## src/rtl/alu_arbiter.sv

```systemverilog
// alu_arbiter: round-robin sequencer that shares one combinational 8-bit ALU
// between two valid/ready requesters, returning an ID-tagged registered result.
// Ports: clk, rst (sync, active-high); req0_*/req1_* command channels
// (valid/ready, a, b, op); rsp_* response channel (valid/ready, id, out,
// overflow, carry); alu_* operands/operator out and result/flags in;
// done_count counts consumed responses modulo 2^CNT_W.
// Optional feature: define ALU_ARBITER_DIV0_TRAP_EN to trap divide/modulo by
// zero (op 4'b0011 / 4'b0100 with b == 0) as out=16'hFFFF, overflow=1, carry=0.
module alu_arbiter #(
   parameter int CNT_W = 16
) (
   input  logic             clk,
   input  logic             rst,
   input  logic             req0_valid,
   output logic             req0_ready,
   input  logic [7:0]       req0_a,
   input  logic [7:0]       req0_b,
   input  logic [3:0]       req0_op,
   input  logic             req1_valid,
   output logic             req1_ready,
   input  logic [7:0]       req1_a,
   input  logic [7:0]       req1_b,
   input  logic [3:0]       req1_op,
   output logic             rsp_valid,
   input  logic             rsp_ready,
   output logic             rsp_id,
   output logic [15:0]      rsp_out,
   output logic             rsp_overflow,
   output logic             rsp_carry,
   output logic [7:0]       alu_a,
   output logic [7:0]       alu_b,
   output logic [3:0]       alu_operator,
   input  logic [15:0]      alu_out,
   input  logic             alu_overflow,
   input  logic             alu_carry,
   output logic [CNT_W-1:0] done_count
);

   typedef enum logic [1:0] {
      IDLE,
      EXEC,
      RESP
   } state_t;

   state_t           state_q, state_d;
   logic             last_id_q, last_id_d;
   logic [7:0]       a_q, a_d;
   logic [7:0]       b_q, b_d;
   logic [3:0]       op_q, op_d;
   logic             rsp_valid_q, rsp_valid_d;
   logic             rsp_id_q, rsp_id_d;
   logic [15:0]      rsp_out_q, rsp_out_d;
   logic             rsp_ov_q, rsp_ov_d;
   logic             rsp_cy_q, rsp_cy_d;
   logic [CNT_W-1:0] done_q, done_d;

   logic gnt0;
   logic gnt1;
   logic trap;

   // On a tie the requester that did not win last time is granted.
   always_comb begin
      gnt0 = req0_valid & (~req1_valid | last_id_q);
      gnt1 = req1_valid & (~req0_valid | ~last_id_q);
   end

   assign req0_ready = (state_q == IDLE) & gnt0;
   assign req1_ready = (state_q == IDLE) & gnt1;

`ifdef ALU_ARBITER_DIV0_TRAP_EN
   assign trap = ((op_q == 4'b0011) | (op_q == 4'b0100)) & (b_q == 8'd0);
`else
   assign trap = 1'b0;
`endif

   always_comb begin
      state_d     = state_q;
      last_id_d   = last_id_q;
      a_d         = a_q;
      b_d         = b_q;
      op_d        = op_q;
      rsp_valid_d = rsp_valid_q;
      rsp_id_d    = rsp_id_q;
      rsp_out_d   = rsp_out_q;
      rsp_ov_d    = rsp_ov_q;
      rsp_cy_d    = rsp_cy_q;
      done_d      = done_q;
      unique case (state_q)
         IDLE: begin
            if (req0_ready | req1_ready) begin
               state_d   = EXEC;
               last_id_d = req1_ready;
               rsp_id_d  = req1_ready;
               a_d       = req1_ready ? req1_a  : req0_a;
               b_d       = req1_ready ? req1_b  : req0_b;
               op_d      = req1_ready ? req1_op : req0_op;
            end
         end
         EXEC: begin
            state_d     = RESP;
            rsp_valid_d = 1'b1;
            if (trap) begin
               rsp_out_d = 16'hFFFF;
               rsp_ov_d  = 1'b1;
               rsp_cy_d  = 1'b0;
            end else begin
               rsp_out_d = alu_out;
               rsp_ov_d  = alu_overflow;
               rsp_cy_d  = alu_carry;
            end
         end
         RESP: begin
            if (rsp_ready) begin
               state_d     = IDLE;
               rsp_valid_d = 1'b0;
               done_d      = done_q + 1'b1;
            end
         end
         default: begin
            state_d     = IDLE;
            rsp_valid_d = 1'b0;
         end
      endcase
   end

   always_ff @(posedge clk) begin
      if (rst) begin
         state_q     <= IDLE;
         last_id_q   <= 1'b1;
         a_q         <= '0;
         b_q         <= '0;
         op_q        <= '0;
         rsp_valid_q <= 1'b0;
         rsp_id_q    <= 1'b0;
         rsp_out_q   <= '0;
         rsp_ov_q    <= 1'b0;
         rsp_cy_q    <= 1'b0;
         done_q      <= '0;
      end else begin
         state_q     <= state_d;
         last_id_q   <= last_id_d;
         a_q         <= a_d;
         b_q         <= b_d;
         op_q        <= op_d;
         rsp_valid_q <= rsp_valid_d;
         rsp_id_q    <= rsp_id_d;
         rsp_out_q   <= rsp_out_d;
         rsp_ov_q    <= rsp_ov_d;
         rsp_cy_q    <= rsp_cy_d;
         done_q      <= done_d;
      end
   end

   assign alu_a        = a_q;
   assign alu_b        = b_q;
   assign alu_operator = op_q;
   assign rsp_valid    = rsp_valid_q;
   assign rsp_id       = rsp_id_q;
   assign rsp_out      = rsp_out_q;
   assign rsp_overflow = rsp_ov_q;
   assign rsp_carry    = rsp_cy_q;
   assign done_count   = done_q;

endmodule

```

## config.mk

```make
export PLATFORM = sky130hd
export DESIGN_NAME = alu_arbiter
export DESIGN_NICKNAME = d
export VERILOG_FILES = /design/src/rtl/alu_arbiter.sv
export SDC_FILE = /design/constraint.sdc
export NUM_CORES = 1
export LEC_CHECK = 0
export ABC_AREA = 1
export BUFFER_PORTS_ARGS = -buffer_cell sky130_fd_sc_hd__clkbuf_2
export CAP_MARGIN = 0
export CORE_UTILIZATION = 48
export CTS_BUF_LIST = sky130_fd_sc_hd__clkbuf_4 sky130_fd_sc_hd__clkbuf_8
export DETAILED_ROUTE_END_ITERATION = 6
export GPL_TIMING_DRIVEN = 0
export PLACE_DENSITY_LB_ADDON = 0.25
export SLEW_MARGIN = 10
export SYNTH_ARGS = -nofsm -noshare
export SYNTH_HDL_FRONTEND = slang
export SYNTH_SLANG_ARGS = --single-unit
```

## constraint.sdc

```tcl
create_clock -name clk -period 1.9 [get_ports clk]
set_clock_uncertainty 0.2 [all_clocks]
set_input_delay 0.57 -clock clk [delete_from_list [all_inputs] [get_ports clk]]
set_output_delay 0.57 -clock clk [all_outputs]
set_load 0.1 [all_outputs]
```

==> flow_summary_export.csv, run 1 <==
group,metric,value,unit
detailed_routing,vias_per_cell,4.77,
setup_path,cp-end-kind,"output port",
detailed_routing,drc,0,
clocking,ctsHoldBuffers,0,
layout,multi_input_area,0.00123,mm²
status,violations,"negative setup slack",
sta,finalSetupViolations,2,
floorplan,core,0.00514,mm²
flow_run,maxCapViolations,0,
detailed_routing,drt_wl_total,6.63,mm
clocking,cts_sinks,59,
synth,ys_seq_area_share,45.8,%
power,seq_power_share,33.7,%
setup_path,path_class,"flip-flop to output port",
detailed_routing,wl_per_cell,11.0,µm
grt,antenna_found_initial,0,
synth,syn-num-nets,451,
sta,holdWs,261,ps
min_path,min-delay-path-class,"flip-flop to flip-flop",
sta,setup_ws,-135,ps
sta,relSlewSlack,67.4,%
synth,syn_area_per_cell,6.66,µm²
grt,grt_pass1_vias,2475,
power,p_sw,0.00169,W
layout,num-nets-final,589,
sta,worst_pin_slew,492,ps
setup_path,setup.worst_path.start_class,"flip-flop",
layout,drive_gt1_share,33.8,%
floorplan,die_h,75.3,µm
clocking,h-tree-depth,3,
place,port_buffers,119,
synth,synth_area_leaders,"dfxtp_1 46%, nor2_1 16%, nand2_1 15%, o21ai_0 7.8%, inv_1 3.2%",
detailed_routing,drt-pass1-iter-count,4,
floorplan,ioPinCount,121,
detailed_routing,first_iter_violations,144,
floorplan,die_w,75.3,µm
setup_path,critPathMaxFanout,2,
clocking,cts_tree,"built",
detailed_routing,vias,2859,
sta,maxSlewViolCount,0,
layout,fillers,460,
clocking,cts_buffers,9,
power,p_sw_share,40.3,%
clocking,clkTransAtPathRegs,70,ps
power,leakage,1.90,nW
sta,layout_min_cycle_time,2040,ps
power,p_int,0.00251,W
detailed_routing,ant_nets,0,
clocking,clock_path_buffers,2,
synth,ys_ff_latch,59,
synth,yosysUniqueCellTypes,20,
synth,syn-cell-area,0.00258,mm²
sta,rsz0062_at_grt,"true",
layout,synthToLayoutAreaGrowth,45.3,%
synth,ys.warnings.count,0,
sta,tns,-265,ps
clocking,clock_latency,330,ps
power,pwr-share-comb,35.2,%
power,powerDensity,1120,mW/mm²
layout,n_antenna_cell,0,
layout,layout_commonest_cell,"nor2_1",
sta,hold_violations,0,
grt,grt_pass1_wl,10.7,mm
sta,max_freq,491,MHz
layout,seq_area,0.00120,mm²
power,pwr-share-clk,31.0,%
synth,netlist_instances,387,
setup_path,critPathRequiredTime,1130,ps
sta,period_share,107,%
floorplan,initial_core_util,50.2,%
status,outcome,"finished, violations left",
floorplan,die_area,0.00567,mm²
layout,layout_common_cells,"107 x nor2_1, 101 x nand2_1, 61 x clkbuf_2, 46 x dfxtp_1, 40 x o21ai_0",
clocking,cts_root_buf,"clkbuf_8",
place,dpl_worst_slack,-451,ps
place,gp_congestion,0.798,
grt,track_usage,24.8,%
grt,grt-ovfl-total,0,
synth,synth_top_area_cell,"dfxtp_1",
grt,grt_max_degree,11,
setup_path,crit_arrival,1270,ps
power,peakVddDrop,0.748,mV
synth,synth.top_cell.area_share,45.8,%
power,finalPower,0.00420,W
floorplan,rows,26,
place,hpwl,4.62,mm
## cells by family (layout without fill, tap and decap cells)
group,after synthesis,count (layout),share of synthesized area [%]
flip-flops,59,59,45.8
XOR/XNOR,1,1,0.340
buffers and inverters,41,184,7.18
AND/OR/NAND/NOR,234,234,36.2
AO/OA/AOI/OAI,51,51,9.99
adder cells (fa/ha/maj),1,1,0.485
## cell usage after synthesis
master	number
nor2_1	107
nand2_1	101
dfxtp_1	59
o21ai_0	40
inv_1	22
nand3_1	13
a21oi_1	9
buf_2	7
clkbuf_1	6
nor2_2	6
buf_4	4
nand4_1	4
nand3_2	2
buf_6	1
ha_1	1
inv_2	1
nor3_1	1
o211ai_1	1
o21ai_1	1
xor2_1	1
## per-stage QoR
stage / utilization (%) / instance area, µm² / cells
final: 72.9 / 3750 / 600
after global routing: 72.9 / 3750 / 600
after CTS: 72.5 / 3730 / 599
after detailed placement: 64.0 / 3290 / 576
after global placement: 64.0 / 3290 / 576
after floorplan: - / 2610 / 387
## power by group through the flow
| stage | Sequential (W) | Combinational [W] | Clock (W) |
|---|---|---|---|
| 3_3_place_gp | 0.00144 | 0.00137 | 0 |
| 6_report | 0.00142 | 0.00148 | 0.00130 |
| 2_1_floorplan | 0.00223 | 0.000338 | 0 |
| 3_5_place_dp | 0.00144 | 0.00138 | 0 |
| 5_1_grt | 0.00143 | 0.00157 | 0.00139 |
| 4_1_cts | 0.00142 | 0.00147 | 0.00132 |
## metal layers
metal / GRT usage [%] / up-vias / share of wire, % / wire length (µm)
li1: - / 1485 / - / -
met1: 30.5 / 1257 / 44 / 2950
met2: 41.7 / 103 / 48 / 3200
met3: 5.29 / 14 / 5.0 / 332
met4: 11.9 / 0 / 2.2 / 149
met5: 0 / - / 0 / 0
## worst max-delay path, stage by stage, from the launching register on
cell and delay (ps):
dfxtp_4 350, nor2_4 110, buf_6 120, nand3_4 70, clkinvlp_4 90, clkbuf_16 190
## worst paths after layout
| path | startpoint | cells past startpoint | slack (ps) | to |
|---|---|---|---|---|
| max | state_q[1] | 5 | -140 | req0_ready |
| min | rsp_valid | 2 | 260 | rsp_valid |
| max reg2reg | done_count[0] | 6 | 250 | done_count[8] |
| min reg2reg | rsp_valid | 2 | 260 | rsp_valid |
## final cells by class
type                            instances  area share [%]
Clock buffer                           12            4.24
Clock inverter                          4            1.94
Buffer                                 18            2.74
Multi-Input combinational cell        287            32.8
Tap cell                               70            2.34
Inverter                               23            2.40
Sequential cell                        59            32.0
Timing Repair Buffer                  127            21.5
## flip-flops by register name (all words and copies together) (netlist names)
register	flops
alu_b	8
rsp_carry	1
rsp_id	1
state_q	2
alu_a	8
rsp_out	16
alu_operator	4
rsp_overflow	1
rsp_valid	1
done_count	16
last_id_q	1
## timing repair
action                                  CTS  global route
pin swaps                                 3             1
endpoints found under the setup margin   39            22
setup buffers                             7             1
resized for setup                        48            25
cloned                                    0             0
(Power assumes the default switching activity.)
==> run 2: changes to the inputs <==
CORE_MARGIN = 2   (was default)
==> flow_summary_export.csv, run 2 (synthesized netlist as in run 1, its figures left out) <==
group,metric,value,unit
status,outcome,"finished, violations left",
status,violations,"negative setup slack",
layout,stdcell_count,601,
place,hpwl,4.70,mm
min_path,min-delay-start,"rsp_valid",
sta,maxSlewViolCount,0,
clocking,cts_root_buf,"clkbuf_8",
power,leakage,1.91,nW
floorplan,rows,26,
setup_path,critPathMaxFanout,3,
clocking,cts_tree,"built",
floorplan,ioPinCount,121,
flow_run,maxCapViolations,0,
sta,layout_min_cycle_time,1980,ps
floorplan,die_area,0.00597,mm²
setup_path,reg2reg_to,"alu_a[0]",
detailed_routing,ant_nets,0,
clocking,cts_sinks,59,
layout,synthToLayoutAreaGrowth,45.8,%
setup_path,cp-end-kind,"output port",
layout,layout_commonest_cell,"nor2_1",
floorplan,core,0.00514,mm²
place,dpl_worst_slack,-456,ps
grt,antenna_found_initial,0,
detailed_routing,first_iter_violations,113,
power,seq_power_share,33.6,%
detailed_routing,drc,0,
detailed_routing,vias,2867,
power,peakVddDrop,0.646,mV
power,pwr-share-comb,35.3,%
power,finalPower,0.00421,W
sta,setup_ws,-80.2,ps
setup_path,path_class,"flip-flop to output port",
power,p_int,0.00251,W
setup_path,critPathRequiredTime,1130,ps
layout,design_area,0.00376,mm²
place,dpl.cell_count,576,
grt,track_usage,22.9,%
detailed_routing,vias_per_cell,4.77,
grt,grt_pass1_vias,2647,
setup_path,crit_arrival,1210,ps
sta,relSlewSlack,67.5,%
power,powerDensity,1120,mW/mm²
sta,period_share,104,%
power,pwr-share-clk,31.1,%
clocking,ctsHoldBuffers,0,
power,p_sw,0.00171,W
setup_path,setup.worst_path.start_class,"flip-flop",
floorplan,die_w,77.3,µm
power,p_sw_share,40.5,%
setup_path,ff2ff_path_depth,10,
sta,worst_pin_slew,490,ps
clocking,h-tree-depth,3,
place,port_buffers,119,
grt,grt_pass1_wl,11.2,mm
sta,hold_violations,0,
layout,num-nets-final,590,
clocking,clkTransAtPathRegs,60,ps
detailed_routing,drt-pass1-iter-count,5,
clocking,clock_latency,330,ps
floorplan,die_h,77.3,µm
clocking,clock_path_buffers,2,
layout,drive_gt1_share,34.8,%
grt,grt-ovfl-total,0,
min_path,min_to,"rsp_valid",
sta,rsz0062_at_grt,"true",
place,gp_congestion,0.847,
detailed_routing,wl_per_cell,11.1,µm
setup_path,regToRegSetupSlack,90,ps
sta,finalSetupViolations,2,
layout,final_core_utilization,73.1,%
grt,grt_max_degree,11,
floorplan,initial_core_util,50.2,%
layout,layout_common_cells,"105 x nor2_1, 100 x nand2_1, 62 x clkbuf_2, 46 x dfxtp_1, 40 x o21ai_0",
sta,max_freq,505,MHz
min_path,holdPathStages,2,
layout,n_antenna_cell,0,
clocking,cts_buffers,9,
detailed_routing,drt_wl_total,6.69,mm
setup_path,reg2reg_from,"state_q[0]",
place,placedInstanceArea,0.00329,mm²
min_path,min-delay-path-class,"flip-flop to flip-flop",
run 2: timing repair:
| action | in CTS | in global routing |
|---|---|---|
| pin swaps | 2 | 3 |
| setup endpoints to repair | 42 | 19 |
| endpoints found under the hold margin | 0 | 0 |
| resized for setup | 50 | 26 |
| setup buffers | 5 | 5 |
run 2: worst max-delay path, cell delays in order, from the launching register on:
cell       delay [ps]
dfxtp_2           330
nor2_4            140
nand3_2           120
inv_4             100
clkbuf_16         190
run 2: per-stage QoR:
| stage | hold slack (ps) | setup TNS (ps) |
|---|---|---|
| global placement | 248 | -697 |
| finish | 261 | -125 |
| floorplan | 288 | -20.0 |
| detailed placement | 255 | -742 |
| CTS | 254 | -263 |
| global route | 264 | -421 |
run 2: final cells by class:
cell class	count	area, µm²
clock inverters	4	72.6
flip-flops and latches	59	1200
inverters	23	92.6
plain buffers	17	92.6
multi-input cells	287	1240
fillers	461	1380
well taps	70	87.6
clock buffers	12	159
repair buffers	129	817
run 2: how the worst max path moves through the flow:
stage,cells after the start,endpoint,from
floorplan,6,done_count[8],done_count[0]
global placement,6,req1_ready,req0_valid
detailed placement,6,req1_ready,req0_valid
CTS,5,req1_ready,state_q[1]
global route,4,req1_ready,state_q[0]
finish,4,req1_ready,state_q[0]
run 2: routing by layer:
layer	share of wire, %	GRT usage, %
met3	7.3	8.59
met1	42	25.5
met5	0	0
met2	50	40.5
met4	0.79	6.96
run 2: power by group through the flow:
| stage | combinational, W | sequential [W] | clock (W) |
|---|---|---|---|
| after floorplan | 0.000338 | 0.00223 | 0 |
| after global placement | 0.00137 | 0.00144 | 0 |
| after detailed placement | 0.00139 | 0.00144 | 0 |
| after CTS | 0.00146 | 0.00142 | 0.00133 |
| after global routing | 0.00158 | 0.00143 | 0.00139 |
| final | 0.00149 | 0.00142 | 0.00131 |
==> run 3: changes to the inputs <==
CELL_PAD_IN_SITES_DETAIL_PLACEMENT = 1   (was default)
CELL_PAD_IN_SITES_GLOBAL_PLACEMENT = 2   (was default)
CORE_UTILIZATION = 24   (was 48)
==> flow_summary_export.csv, run 3 (synthesized netlist as in run 1, its figures left out) <==
group,metric,value,unit
detailed_routing,drt-pass1-iter-count,4,
clocking,cts_tree,"built",
clocking,ctsHoldBuffers,0,
setup_path,cp-end-kind,"output port",
setup_path,path_delay_family,"flip-flops",
power,peakVddDrop,0.372,mV
setup_path,reg2reg_to,"alu_b[0]",
layout,synthToLayoutAreaGrowth,51.0,%
status,violations,"negative setup slack",
place,port_buffers,119,
setup_path,worst-path-buf-inv,2,
place,dpl_worst_slack,-487,ps
setup_path,regToRegSetupSlack,180,ps
place,gp_congestion,0.778,
layout,layout_common_cells,"107 x nor2_1, 100 x nand2_1, 62 x clkbuf_2, 56 x clkbuf_4, 46 x dfxtp_1",
power,finalPower,0.00438,W
grt,grt_pass1_vias,2905,
sta,period_share,105,%
grt,grt-ovfl-total,0,
status,outcome,"finished, violations left",
layout,layout_commonest_cell,"nor2_1",
floorplan,core,0.0104,mm²
setup_path,setup.worst_path.start_class,"flip-flop",
setup_path,cp_cell_sequence,"nor2_4 -> nand3_4 -> clkinvlp_4 -> clkbuf_16",
grt,grt_max_degree,11,
clocking,cts_root_buf,"clkbuf_8",
sta,setup_ws,-99.1,ps
clocking,cts_sinks,59,
setup_path,max_stage_delay,350,ps
sta,layout_min_cycle_time,2000,ps
floorplan,initial_core_util,24.9,%
sta,maxSlewViolCount,0,
min_path,min_to,"rsp_out[2]",
detailed_routing,first_iter_violations,76,
detailed_routing,vias,2859,
grt,grt_pass1_wl,13.6,mm
sta,max_freq,500,MHz
setup_path,path_class,"flip-flop to output port",
detailed_routing,wl_per_cell,12.2,µm
setup_path,critPathSlowestCell,"dfxtp_4",
floorplan,ioPinCount,121,
detailed_routing,ant_nets,0,
floorplan,die_w,108,µm
detailed_routing,drc,0,
setup_path,critPathRequiredTime,1130,ps
floorplan,rows,37,
flow_run,maxCapViolations,0,
grt,antenna_found_initial,0,
floorplan,die_area,0.0116,mm²
layout,n_antenna_cell,0,
min_path,min-delay-path-class,"input port to flip-flop",
clocking,h-tree-depth,3,
sta,finalSetupViolations,2,
layout,drive_gt1_share,34.0,%
setup_path,ff2ff_path_depth,9,
layout,fillers,1374,
sta,worst_pin_slew,401,ps
floorplan,die_h,108,µm
power,leakage,1.90,nW
detailed_routing,vias_per_cell,4.30,
min_path,min-delay-start,"alu_out[2]",
setup_path,critPathMaxFanout,2,
clocking,cts_buffers,9,
min_path,holdPathStages,3,
place,hpwl,6.02,mm
clocking,clock_path_buffers,2,
layout,num-nets-final,588,
clocking,clock_latency,340,ps
power,powerDensity,1130,mW/mm²
sta,hold_violations,0,
setup_path,crit_arrival,1230,ps
sta,relSlewSlack,73.2,%
setup_path,reg2reg_from,"state_q[1]",
setup_path,path_depth,4,
detailed_routing,drt_wl_total,8.10,mm
grt,track_usage,14.9,%
sta,rsz0062_at_grt,"true",
clocking,clkTransAtPathRegs,70,ps
-- run 3: cell types whose count changed in the layout (fill, tap and decap cells not counted), moves of 2 or more --
cell / delta
nor2_1: +2
clkbuf_4: +17
nor2_2: -2
buf_2: -16
buf_4: -3
-- run 3: cell type report --
type | instances | area (µm²) | area share, %
Buffer | 17 | 92.6 | 2.38
Multi-Input combinational cell | 287 | 1240 | 31.8
Clock inverter | 4 | 97.6 | 2.51
Clock buffer | 12 | 153 | 3.92
Inverter | 23 | 92.6 | 2.38
Tap cell | 136 | 170 | 4.37
Sequential cell | 59 | 1200 | 30.8
Timing Repair Buffer | 127 | 850 | 21.8
-- run 3: stage by stage --
step                utilization (%)  hold WS (ps)  setup TNS (ps)  instance area, µm²  std cells
CTS                            37.2           238            -391                3860        662
floorplan                         -           288           -20.0                2610        387
global placement               32.5           250           -2540                3370        642
detailed placement             32.5           258           -3550                3370        642
finish                         37.6           256            -183                3890        665
global route                   37.6           249            -325                3890        665
-- run 3: layer usage --
metal  vias to the layer above  part of all wire [%]  GRT usage [%]
li1                       1484                     -              -
met1                      1295                    46           17.7
met2                        71                    46           24.6
met3                         9                   6.6           4.36
met4                         0                   1.7           6.87
met5                         -                     0              0
-- run 3: worst reg2reg max path: cells and delay by family, from the launching register on --
kind | cells | cell delay, ps
buf+inv | 4 | 520
simple gates | 5 | 540
flops | 1 | 350
-- run 3: what timing repair did --
item	CTS	global route
endpoints found under the setup margin	58	10
pin swaps	2	3
setup buffers	4	4
cloned	0	0
endpoints found under the hold margin	0	0
resized for setup	69	6
-- run 3: how the worst max path moves through the flow --
stage,startpoint,to,slack (ps)
6_report,state_q[1],req0_ready,-100
2_1_floorplan,done_count[0],done_count[8],-20
4_1_cts,state_q[1],req1_ready,-200
5_1_grt,state_q[0],req0_ready,-170
3_5_place_dp,req0_valid,req1_ready,-490
3_3_place_gp,req0_valid,req1_ready,-480
-- run 3: report_power, final --
| part | switching, W | total (W) | internal, W | leakage, nW |
|---|---|---|---|---|
| logic | 0.00117 | 0.00151 | 0.000342 | 1.29 |
| registers | 0.0000578 | 0.00141 | 0.00136 | 0.491 |
| clock network | 0.000523 | 0.00146 | 0.000938 | 0.124 |
